$ cat src/rtl/xor_descrambler_32.sv
// rtl/xor_descrambler_32.sv - receive-side 32-bit XOR descrambler with Galois LFSR keystream
//
// Purpose: recovers plaintext words (out = in ^ keystream). The keystream is a
// 32-bit Galois LFSR that steps once per accepted word, in lockstep with the
// transmit-side scrambler. There is valid/ready flow control on both sides and
// a single-word output stage.
//
// Optional feature macro: XOR_DESCR_PARITY_EN (adds in_parity / out_perr).
//
// Ports:
//   clk        in   1      rising-edge clock
//   rst_n      in   1      synchronous reset, active low
//   seed_load  in   1      load seed into keystream; moves FSM to RUN
//   seed       in   32     keystream seed (0 is replaced by 1)
//   in_valid   in   1      scrambled word present
//   in_data    in   32     scrambled word
//   in_ready   out  1      block accepts in_data this cycle
//   out_valid  out  1      descrambled word present
//   out_data   out  32     descrambled word
//   out_ready  in   1      sink accepts out_data this cycle
//   word_cnt   out  CNT_W  accepted words since reset/seed, saturating
//   in_parity  in   1      (XOR_DESCR_PARITY_EN) even parity of in_data
//   out_perr   out  1      (XOR_DESCR_PARITY_EN) parity error, travels with out_data

module xor_descrambler_32 #(
    parameter int              WIDTH    = 32,
    parameter logic [31:0]     POLY     = 32'h00400007,
    parameter logic [31:0]     SEED_RST = 32'h00000001,
    parameter int              CNT_W    = 16
) (
    input  logic             clk,
    input  logic             rst_n,
    input  logic             seed_load,
    input  logic [WIDTH-1:0] seed,
    input  logic             in_valid,
    input  logic [WIDTH-1:0] in_data,
    output logic             in_ready,
    output logic             out_valid,
    output logic [WIDTH-1:0] out_data,
    input  logic             out_ready,
    output logic [CNT_W-1:0] word_cnt
`ifdef XOR_DESCR_PARITY_EN
    ,
    input  logic             in_parity,
    output logic             out_perr
`endif
);

    localparam logic [0:0] ST_UNSEEDED = 1'b0;
    localparam logic [0:0] ST_RUN      = 1'b1;

    logic [0:0]       r_state;
    logic [WIDTH-1:0] r_ks;
    logic             r_out_valid;
    logic [WIDTH-1:0] r_out_data;
    logic [CNT_W-1:0] r_word_cnt;

    logic             w_in_ready;
    logic             w_accept;
    logic [WIDTH-1:0] w_ks_next;
    logic [WIDTH-1:0] w_seed_eff;

    // The output slot is free when empty or being drained this cycle. A
    // seed_load cycle never accepts, so the keystream is never stepped and
    // reseeded in the same edge.
    assign w_in_ready = (r_state == ST_RUN) & ~seed_load & (~r_out_valid | out_ready);
    assign w_accept   = in_valid & w_in_ready;

    // Galois step: shift left, fold the tap mask back in when bit 31 falls out.
    assign w_ks_next  = {r_ks[WIDTH-2:0], 1'b0} ^ (r_ks[WIDTH-1] ? POLY : '0);

    // An all-zero LFSR would stay zero forever; substitute 1.
    assign w_seed_eff = (seed == '0) ? {{(WIDTH-1){1'b0}}, 1'b1} : seed;

    always_ff @(posedge clk) begin
        if (!rst_n) begin
            r_state     <= ST_UNSEEDED;
            r_ks        <= SEED_RST;
            r_out_valid <= 1'b0;
            r_out_data  <= '0;
            r_word_cnt  <= '0;
        end else begin
            if (seed_load) begin
                r_state    <= ST_RUN;
                r_ks       <= w_seed_eff;
                r_word_cnt <= '0;
            end

            if (w_accept) begin
                r_out_data  <= in_data ^ r_ks;
                r_out_valid <= 1'b1;
                r_ks        <= w_ks_next;
                if (r_word_cnt != {CNT_W{1'b1}}) begin
                    r_word_cnt <= r_word_cnt + CNT_W'(1);
                end
            end else if (out_ready) begin
                r_out_valid <= 1'b0;
            end
        end
    end

`ifdef XOR_DESCR_PARITY_EN
    logic r_out_perr;

    // Checked on the scrambled side: in_parity is even parity of in_data.
    always_ff @(posedge clk) begin
        if (!rst_n) begin
            r_out_perr <= 1'b0;
        end else if (w_accept) begin
            r_out_perr <= (^in_data) ^ in_parity;
        end
    end

    assign out_perr = r_out_perr;
`endif

    assign in_ready  = w_in_ready;
    assign out_valid = r_out_valid;
    assign out_data  = r_out_data;
    assign word_cnt  = r_word_cnt;

endmodule

$ cat config.mk
export PLATFORM = sky130hd
export DESIGN_NAME = xor_descrambler_32
export DESIGN_NICKNAME = d
export VERILOG_FILES = /design/src/rtl/xor_descrambler_32.sv
export SDC_FILE = /design/constraint.sdc
export NUM_CORES = 1
export LEC_CHECK = 0
export CAP_MARGIN = 10
export CORE_ASPECT_RATIO = 1.5
export CORE_UTILIZATION = 42
export DETAILED_ROUTE_END_ITERATION = 10
export PLACE_DENSITY = 0.83
export SLEW_MARGIN = 20
export SYNTH_ARGS = -nofsm -noshare
export SYNTH_HDL_FRONTEND = slang
export SYNTH_SLANG_ARGS = --single-unit
$ cat constraint.sdc
create_clock -name clk -period 1.66 [get_ports clk]
set_input_delay 0.166 -clock clk [delete_from_list [all_inputs] [get_ports clk]]
set_output_delay 0.166 -clock clk [all_outputs]
set_load 0.01 [all_outputs]
==> out/metrics.yaml <==
clkTransAtPathRegs_ps: 60
yosysMostFrequentCell: "nand2_1"
multi_input_area_mm2: 0.00203
cp-start-kind: "register"
r2r_cells: 5
crit_chain: "nand3_2 > nor3_1 > a21o_4 > buf_4 > o2bb2ai_1"
final.min_clock_period_ps: 1610
crit_type: "reg -> reg"
ys_warn_count: 0
worst_pin_slew_ps: 652
cp_max_fo: 8
ys_top_cells_by_count: "90 x nand2_1, 82 x dfxtp_1, 38 x nor2_1, 37 x a211oi_1, 32 x xnor2_1"
ys_top_cells_by_area: "dfxtp_1 44%, nand2_1 9.0%, xnor2_1 7.5%"
startpoint: "word_cnt[13]"
rsz0062_at_grt: "no"
hold_class: "in -> reg"
start_util_pct: 43.9
slew_violations: 0
portBuffers: 118
nFillCells: 679
synthFlopType: "dfxtp_1"
worst_setup_path_end_kind: "register"
syn_area_per_cell_um2: 8.53
areaGrowthSynthToFinish_pct: 50.3
wl_um: 10900
grt_pass1_wl_um: 17500
fin_util_pct: 66.0
final-seq-area_mm2: 0.00165
period_share_pct: 97.0
holdBufCountCts: 0
layout-drive-gt1-share_pct: 13.7
regToRegStartpoint: "word_cnt[13]"
num_vias: 3787
ios: 119
detail_route.iter0.violations: 277
ctsRootBufferMaster: "clkbuf_16"
die_h_um: 118
drv_cap: 0
dp_cells: 675
numCtsBuffers: 9
wl_per_cell_um: 15.7
synth-seq-area-share_pct: 43.6
clkLatencyLatePin_ps: 340
synthDistinctLibCells: 44
crit_required_ps: 1930
drcViolationCount: 0
ant_nets: 0
setup_viol: 0
clockBufferDepth: 2
final_cell_count_no_fill: 691
grt_util_all_layers_pct: 23.7
maxSlewHeadroom_pct: 56.6
reg2reg_slack_ps: 50
power_density_mw_per_mm2: 870
critPathCapture: "word_cnt[5]"
leakage_uw: 0.00206
grt.overflow.total: 0
antenna_found_initial: 0
slowest_delay_ps: 490
synth_top_area_share_pct: 43.6
synth_nets: 511
outcome: "finished clean"
synthCells: 441
rows: 41
antenna_cells: 0
drt-vias-per-instance: 5.48
clkSinkCount: 82
synth_edf_count: 0
vdd_drop_max_uv: 567
place.gp.congestion: 0.861
worst_ep_arrival_time_ps: 1880
syn_area_mm2: 0.00376
fmax_mhz: 621
grt_max_degree: 63
nets: 649
cts_tree: "built"
grt_pass1_vias: 3806
ys_ff_latch: 82
h-tree-depth: 3
critPathSlowestCell: "dfxtp_1"
drt_first_pass_iters: 4
die_area_mm2: 0.00935
post-cts-setup-buffers: 0
dp_hpwl_um: 7920
hold_viol_final: 0
core_mm2: 0.00857
async_reset_ff_share_pct: 0
skew_ps: 6.39
yosys.area.top_type: "dfxtp_1"
r2r-end: "word_cnt[5]"
total_power_uw: 4920
die_x_um: 79.3
[where the power goes]
| part | internal (µW) | switching [µW] | leakage [µW] |
|---|---|---|---|
| logic | 372 | 271 | 0.00123 |
| clock network | 1320 | 821 | 0.000157 |
| registers | 2050 | 73.1 | 0.000673 |
[repair_timing]
| action | 4_1_cts | 5_1_grt |
|---|---|---|
| cloned | 0 | 0 |
| setup endpoints to repair | 5 | 12 |
| pin swaps | 0 | 2 |
| resized for setup | 5 | 8 |
[registers in the layout (all words and copies together) (netlist names)]
signal,cells
out_data,32
r_ks,32
word_cnt,16
out_valid,1
r_state,1
[cell type report]
type                            count  area share (%)
Timing Repair Buffer              156            26.6
Inverter                            5           0.332
Sequential cell                    82            29.2
Multi-Input combinational cell    325            35.9
Clock inverter                      6            1.62
Clock buffer                       10            4.05
Tap cell                          107            2.37
[worst min-delay path by stage]
stage / depth (start not counted) / slack [ps] / startpoint / to
4_1_cts: 3 / 430 / seed[17] / r_ks[17]
6_report: 3 / 430 / seed[20] / r_ks[20]
3_3_place_gp: 2 / 490 / out_data[26] / out_data[26]
5_1_grt: 3 / 450 / seed[9] / r_ks[9]
3_5_place_dp: 2 / 490 / out_data[29] / out_data[29]
2_1_floorplan: 2 / 330 / seed[31] / r_ks[31]
[worst max-delay path: cells and delay by family (launching register included)]
family	cells	cell delay [ps]
buf+inv	1	140
flops	1	490
compound gates	2	330
simple gates	2	570
[cell usage in the layout, fill, tap and decap left out, drive strengths merged, types with 2 or more instances in the layout]
cell	netlist	layout
a211o	5	5
a211oi	37	37
a21o	2	2
a21oi	6	6
a31oi	29	29
a41oi	2	2
and2	2	2
and3	9	9
and4	3	3
buf	15	38
bufinv	0	2
clkbuf	14	10
clkdlybuf4s50	0	117
clkinv	0	4
dfxtp	82	82
inv	5	5
mux2i	7	7
nand2	90	90
nand2b	5	5
nand3	11	11
nand4	5	5
nor2	38	38
nor3	7	7
nor4	9	9
o2111ai	2	2
o211ai	4	4
o21ai	2	2
o2bb2ai	2	2
or3	2	2
xnor2	32	32
xor2	5	5
[kinds of logic (layout without fill, tap and decap cells)]
family | count (synthesis) | after routing | synth area share (%)
AND/OR/NAND/NOR | 185 | 185 | 23.4
AO/OA/AOI/OAI | 95 | 95 | 18.3
flip-flops | 82 | 82 | 43.6
XOR/XNOR | 37 | 37 | 8.62
buffers and inverters | 34 | 177 | 3.86
multiplexers | 7 | 7 | 1.86
adder cells (fa/ha/maj) | 1 | 1 | 0.333
[per-layer routing]
metal	up-vias	global-route usage, %	part of all wire, %
met5	-	0	0
met4	0	11.4	2.5
met3	23	4.03	4.0
met2	119	43.6	53
met1	1792	25.4	40
li1	1853	-	-
[through the flow]
step | TNS, ps | worst slack [ps] | hold slack (ps) | area, µm²
final | 0 | 50.1 | 431 | 5650
after global routing | 0 | 5.43 | 455 | 5650
after CTS | 0 | 14.1 | 428 | 5620
after detailed placement | -8010 | -162 | 490 | 5290
after global placement | -4900 | -133 | 486 | 5290
after floorplan | 0 | 19.9 | 334 | 3770
Power figures use the tool's default switching activity.
